--- config.mk ---
export PLATFORM = sky130hd
export DESIGN_NAME = fetch_unit
export DESIGN_NICKNAME = d
export VERILOG_FILES = /design/src/rtl/fetch_unit.sv
export SDC_FILE = /design/constraint.sdc
export NUM_CORES = 1
export LEC_CHECK = 0
export ABC_CLOCK_PERIOD_IN_PS = 3230
export BUFFER_PORTS_ARGS = -buffer_cell sky130_fd_sc_hd__buf_4
export CAP_MARGIN = 40
export CELL_PAD_IN_SITES_DETAIL_PLACEMENT = 0
export CELL_PAD_IN_SITES_GLOBAL_PLACEMENT = 1
export CORE_MARGIN = 2
export CORE_UTILIZATION = 37
export CTS_BUF_LIST = sky130_fd_sc_hd__clkbuf_4
export DETAILED_ROUTE_END_ITERATION = 7
export GPL_ROUTABILITY_DRIVEN = 0
export GPL_TIMING_DRIVEN = 0
export PLACE_DENSITY_LB_ADDON = 0.05
export RECOVER_POWER = 100
export SLEW_MARGIN = 30
export SYNTH_ARGS = -nofsm -noshare
export SYNTH_HDL_FRONTEND = slang
export SYNTH_SLANG_ARGS = --single-unit
export TNS_END_PERCENT = 30
--- constraint.sdc ---
create_clock -name clk -period 3.23 [get_ports clk]
set_clock_uncertainty 0.05 [all_clocks]
set_input_delay 0.646 -clock clk [delete_from_list [all_inputs] [get_ports clk]]
set_output_delay 0.646 -clock clk [all_outputs]
set_load 0.05 [all_outputs]
--- src/rtl/fetch_unit.sv ---
// fetch_unit: sequential instruction fetch from a combinational RAM with a
// valid/ready output register, branch redirect and start/halt control.
`ifndef DefaultWordSize
`define DefaultWordSize 8
`endif
`ifndef DefaultAddrSize
`define DefaultAddrSize 4
`endif
module fetch_unit #(
  parameter int WORD_SIZE = `DefaultWordSize,
  parameter int ADDR_SIZE = `DefaultAddrSize
) (
  input  logic                 clk,
  input  logic                 reset,
  input  logic                 start,
  input  logic                 halt,
  input  logic                 branch_taken,
  input  logic [ADDR_SIZE-1:0] branch_target,
  input  logic [WORD_SIZE-1:0] mem_value,
  output logic [ADDR_SIZE-1:0] mem_address,
  output logic                 mem_load,
  output logic [WORD_SIZE-1:0] instr,
  output logic [ADDR_SIZE-1:0] instr_pc,
  output logic                 instr_valid,
  input  logic                 instr_ready,
  output logic [ADDR_SIZE-1:0] pc,
  output logic                 running
);
  typedef enum logic {IDLE, FETCH} state_t;
  state_t state, state_nxt;
  logic capture;
  assign running = state == FETCH;
  assign mem_address = pc;
  assign mem_load = 1'b0;
  // the output register refills when empty or being drained this same edge
  assign capture = running && !halt && !branch_taken && (!instr_valid || instr_ready);
  always_comb
    state_nxt = halt ? IDLE : (branch_taken ? state : ((state == IDLE && start) ? FETCH : state));
  always_ff @(posedge clk or posedge reset)
    if (reset) state <= IDLE;
    else state <= state_nxt;
  always_ff @(posedge clk or posedge reset)
    if (reset) begin
      pc <= '0;
      instr <= '0;
      instr_pc <= '0;
      instr_valid <= 1'b0;
    end else if (branch_taken) begin
      pc <= branch_target;
      instr_valid <= 1'b0;
    end else if (capture) begin
      instr <= mem_value;
      instr_pc <= pc;
      instr_valid <= 1'b1;
      pc <= pc + ADDR_SIZE'(1);
    end else if (instr_valid && instr_ready) begin
      instr_valid <= 1'b0;
    end
endmodule

Word-level counts from Yosys, hierarchy flattened --
Index checks and enable logic that the tools add are counted.
Cells by class: muxes and demuxes 8, add/sub/neg operators 1, bitwise gates (word level) 2, eq/ne operators 1, reduce and logical (&&, ||, !) cells 14
Operators by type and width (number):
- 2-to-1 mux 4 bit | 2
- 2-to-1 mux 1 bit | 6
- logical AND 1 bit | 5
- adder 4 x 1 -> 4 bit, second input constant | 1
- AND reduction 2 bit | 2
- nonzero test 2 bit | 2
- zero test 1 bit | 3
- nonzero test 3 bit | 1
- != test 2 bit, second input constant | 1
- inverter 1 bit | 2
- logical OR 1 bit | 1
Word-level totals: bits of input ports 18, register bits after elaboration 18

Longest topological paths before layout --
word-level depth 6, depth in mapped cells 4

Worst setup path before layout --
OpenSTA, ideal clock, no wires.
kind register to register, from register instr_valid, to register instr[0], arrival time 1521 ps, setup time 125 ps, setup slack 1535 ps, buffers on the path 1, required time 3055 ps, cell stages (with the launch flop) 5, path through dfrtp_1 -> nor2b_4 -> nor3_2 -> buf_4 -> mux2_2
Between the ends: cells in the longest elaborated chain, start to end 4
Ends and longest elaborated chain:
- from (decl) | line 24 | output logic instr_valid,
- from (signal assigned) | line 47 | instr_valid <= 1'b0;
- from (signal assigned) | line 50 | instr_valid <= 1'b0;
- from (signal assigned) | line 54 | instr_valid <= 1'b1;
- zero test 1 bit | line 36 | assign capture = running && !halt && !branch_taken && (!instr_valid || instr_ready);
- logical OR 1 bit | line 36
- logical AND 1 bit | line 36
- AND reduction 2 bit (no line)
- to (signal assigned) | line 52 | instr <= mem_value;
- to (decl) | line 22 | output logic [WORD_SIZE-1:0] instr,
Every way passes these cells. A chain may end at the register's enable or synchronous reset.

Worst setup path in the final report --
from input halt, to register instr[5]
Between the ends: cells in the longest elaborated chain, start to end 5
Ends and longest elaborated chain:
- from (decl) | line 16 | input logic halt,
- zero test 1 bit | line 36
- logical AND 1 bit (3 in a row) | line 36
- AND reduction 2 bit (no line)
Every way passes these cells.

==> results.json <==
{
  "post-dp-hpwl_um": 1240,
  "synth-compound-area-share_pct": 6.71,
  "max_slew_margin_pct": 54.6,
  "power_density_nw_per_um2": 696,
  "critPathCaptureType": "register",
  "drt_iter0_markers": 6,
  "drt-wirelength-per-cell_um": 11.7,
  "power.ir.vdd_worst_mv": 0.348,
  "number_of_maximum_capacitance_violations": 0,
  "seq_area_um2": 450,
  "min_period_ns": 2.13,
  "total_leakage_power_uw": 0.000464,
  "worst_path_most_repeated_cell": "sky130_fd_sc_hd__clkbuf_1",
  "htree_levels": 1,
  "hold_path.class": "primary input to async pin",
  "critPathMaxStageDelay_ns": 0.51,
  "worstPathMaxFanout": 10,
  "grt_pass1_vias": 621,
  "final.period_utilization_pct": 65.9,
  "synthesis.nets": 86,
  "routed_wirelength_um": 1610,
  "clk-insertion-delay-late_ns": 0.28,
  "cts_setup_buffers": 0,
  "boundaryPins": 41,
  "track_usage_pct": 13.7,
  "type_of_element_launching_the_critical_path": "primary input",
  "fp.dieH_um": 51.1,
  "number_of_setup_violations_in_the_final_report": 0,
  "die_w_um": 51.1,
  "synth_mux_area_share_pct": 16.5,
  "setup_repair_after_global_routing_missed_its_margin": "false",
  "synth.area.top_cells": "sky130_fd_sc_hd__dfrtp_1 55%, sky130_fd_sc_hd__mux2_2 16%, sky130_fd_sc_hd__buf_4 5.5%",
  "design.die.area_um2": 2610,
  "cts-buffers-inserted": 3,
  "drive_gt1_share_pct": 32.1,
  "synth-xor-area-share_pct": 0,
  "antenna_violations_before_repair": 0,
  "arrival_ns": 2.25,
  "clock_tree_root": "sky130_fd_sc_hd__clkbuf_4",
  "crit_path_required_time_ns": 3.35,
  "grt_pass1_wl_um": 2680,
  "synth.top_cell.area_share_pct": 54.9,
  "setup.worst_path.class": "primary input to register",
  "syn_avg_cell_area_um2": 12.3,
  "cts_tree": "built",
  "core_region_area_um2": 2150,
  "clk_transition_reported_paths_ns": 0.10,
  "final.hold.worst_slack_ns": 0.410,
  "vias_per_cell": 4.68,
  "number_of_register_bits_inferred_by_synthesis": 18,
  "grt_max_degree": 19,
  "cts_sinks": 18,
  "ys_warn_count": 0,
  "slowest_cell_on_crit_path": "sky130_fd_sc_hd__clkbuf_1",
  "synth_top_cell_by_area": "sky130_fd_sc_hd__dfrtp_1",
  "antenna_violating_nets_post_route": 0,
  "floorplan.initialDensity_pct": 38.2,
  "tightestPinTransition_ns": 0.680,
  "synthDistinctLibCells": 22,
  "place.port_buffers": 39,
  "synth_area_um2": 821,
  "fmax_mhz": 470,
  "ys_seq_area_share_pct": 54.9,
  "drc_errors": 0,
  "ctsHoldBuffers": 0,
  "finish.net_count": 130,
  "drt_pass1_iterations": 4,
  "multiInputGateArea_um2": 302,
  "antenna_cells_inserted": 0,
  "largest_family_of_logic_cells_by_synthesized_area": "multiplexers",
  "timing.setup.tns_ns": 0,
  "vias": 641,
  "areaGrowthSynthToFinish_pct": 29.3,
  "final-max-slew-violation-count": 0,
  "ctsResizeCount": 0,
  "globalRouteOverflowTotal": 0,
  "run_status": "finished, final reports clean",
  "ctsLongestPathBuffers": 2,
  "critical_path.cell_chain": "clkbuf_1 -> nand2b_1 -> nor3_1 -> clkbuf_1 -> mux2_2",
  "fillerInstances": 238,
  "report.final.hold_viol_count": 0,
  "share_of_synthesized_cell_area_in_full_adder_half_adder_and_majority_cells_pct": 1.52,
  "synth_simple_gate_area_share_pct": 13.1,
  "number_of_rows_created_at_floorplan": 17,
  "synthCells": 67
}
==> Yosys cell counts <==
| master | n |
|---|---|
| sky130_fd_sc_hd__nand2b_1 | 1 |
| sky130_fd_sc_hd__conb_1 | 1 |
| sky130_fd_sc_hd__buf_4 | 6 |
| sky130_fd_sc_hd__a31oi_1 | 3 |
| sky130_fd_sc_hd__nor3_2 | 1 |
| sky130_fd_sc_hd__or3_1 | 1 |
| sky130_fd_sc_hd__nor2b_4 | 1 |
| sky130_fd_sc_hd__inv_1 | 3 |
| sky130_fd_sc_hd__a21oi_1 | 2 |
| sky130_fd_sc_hd__o21ai_0 | 2 |
| sky130_fd_sc_hd__nand2_1 | 1 |
| sky130_fd_sc_hd__o311ai_0 | 1 |
| sky130_fd_sc_hd__ha_1 | 1 |
| sky130_fd_sc_hd__nor2_1 | 5 |
| sky130_fd_sc_hd__o31ai_1 | 1 |
| sky130_fd_sc_hd__dfrtp_1 | 18 |
| sky130_fd_sc_hd__or4_1 | 1 |
| sky130_fd_sc_hd__nand3_1 | 3 |
| sky130_fd_sc_hd__nor2b_1 | 1 |
| sky130_fd_sc_hd__nand2b_4 | 1 |
| sky130_fd_sc_hd__nand4_1 | 1 |
| sky130_fd_sc_hd__mux2_2 | 12 |
==> kinds of logic after synthesis <==
family / after synthesis
AO/OA/AOI/OAI: 9
adder cells (fa/ha/maj): 1
buffers and inverters: 9
flip-flops: 18
multiplexers: 12
other: 1
AND/OR/NAND/NOR: 17
==> through the flow <==
| stage | power, µW | worst slack, ns | util, % | instances | instance area, µm² |
|---|---|---|---|---|---|
| floorplan | 572 | 1.53 | - | 67 | 821 |
| global placement | 689 | 1.30 | 53.5 | 134 | 1150 |
| detailed placement | 696 | 1.30 | 53.5 | 134 | 1150 |
| CTS | 801 | 1.44 | 54.5 | 137 | 1170 |
| global route | 783 | 0.894 | 49.4 | 137 | 1060 |
| finish | 739 | 1.10 | 49.4 | 137 | 1060 |
==> worst max-delay path, delay by kind of cell <==
family	cells	cell delay, ns
AND/OR/NAND/NOR	2	0.60
multiplexers	1	0.40
buffers and inverters	2	0.60
==> worst paths after layout <==
check	slack (ns)	cells past startpoint	to	start
max reg2reg	1.25	4	instr[5]	running
max in group asynchronous	2.28	2	instr[5]	reset
min in group clk	0.46	1	instr[5]	instr[5]
max	1.10	5	instr[5]	halt
min	0.41	2	instr_pc[0]	reset
min reg2reg	0.46	1	instr[5]	instr[5]
==> state kept, by name (all words and copies together), names as in the netlist <==
register / cells
instr: 8
instr_valid: 1
running: 1
mem_address: 4
instr_pc: 4
==> layout make-up <==
type | instances | area share, %
Multi-Input combinational cell | 40 | 28.4
Clock buffer | 3 | 2.12
Tap cell | 28 | 3.30
Buffer | 6 | 3.89
Timing Repair Buffer | 39 | 18.7
Sequential cell | 18 | 42.5
Inverter | 3 | 1.06
==> per-layer routing <==
| metal | GRT usage [%] | share of wire, % | routed length (µm) | vias up |
|---|---|---|---|---|
| met5 | 0 | 0 | 0 | - |
| met4 | 4.05 | 0 | 0 | 0 |
| met3 | 3.22 | 7.1 | 114 | 0 |
| met2 | 22.3 | 48 | 764 | 19 |
| met1 | 18.0 | 45 | 728 | 305 |
| li1 | - | - | - | 317 |
==> cells in the final DEF (no fill, tap or decap) <==
cell                       count
sky130_fd_sc_hd__ha_1          1
sky130_fd_sc_hd__a31oi_1       3
sky130_fd_sc_hd__nor2b_4       1
sky130_fd_sc_hd__clkbuf_1     26
sky130_fd_sc_hd__o21ai_0       2
sky130_fd_sc_hd__nand3_1       3
sky130_fd_sc_hd__dfrtp_1      18
sky130_fd_sc_hd__nor2b_1       1
sky130_fd_sc_hd__nor3_1        1
sky130_fd_sc_hd__o311ai_0      1
sky130_fd_sc_hd__nand2b_1      2
sky130_fd_sc_hd__a21oi_1       2
sky130_fd_sc_hd__or3_1         1
sky130_fd_sc_hd__o31ai_1       1
sky130_fd_sc_hd__nand4_1       1
sky130_fd_sc_hd__or4_1         1
sky130_fd_sc_hd__nand2_1       1
sky130_fd_sc_hd__nor2_1        5
sky130_fd_sc_hd__conb_1        1
sky130_fd_sc_hd__clkbuf_4      4
sky130_fd_sc_hd__inv_1         3
sky130_fd_sc_hd__mux2_2       12
sky130_fd_sc_hd__buf_4        18
==> power breakdown <==
| group | switching [µW] | internal [µW] |
|---|---|---|
| Clock | 62.1 | 43.2 |
| Sequential | 29.4 | 274 |
| Combinational | 251 | 78.8 |
No activity file was read; power rests on OpenSTA's default activity.
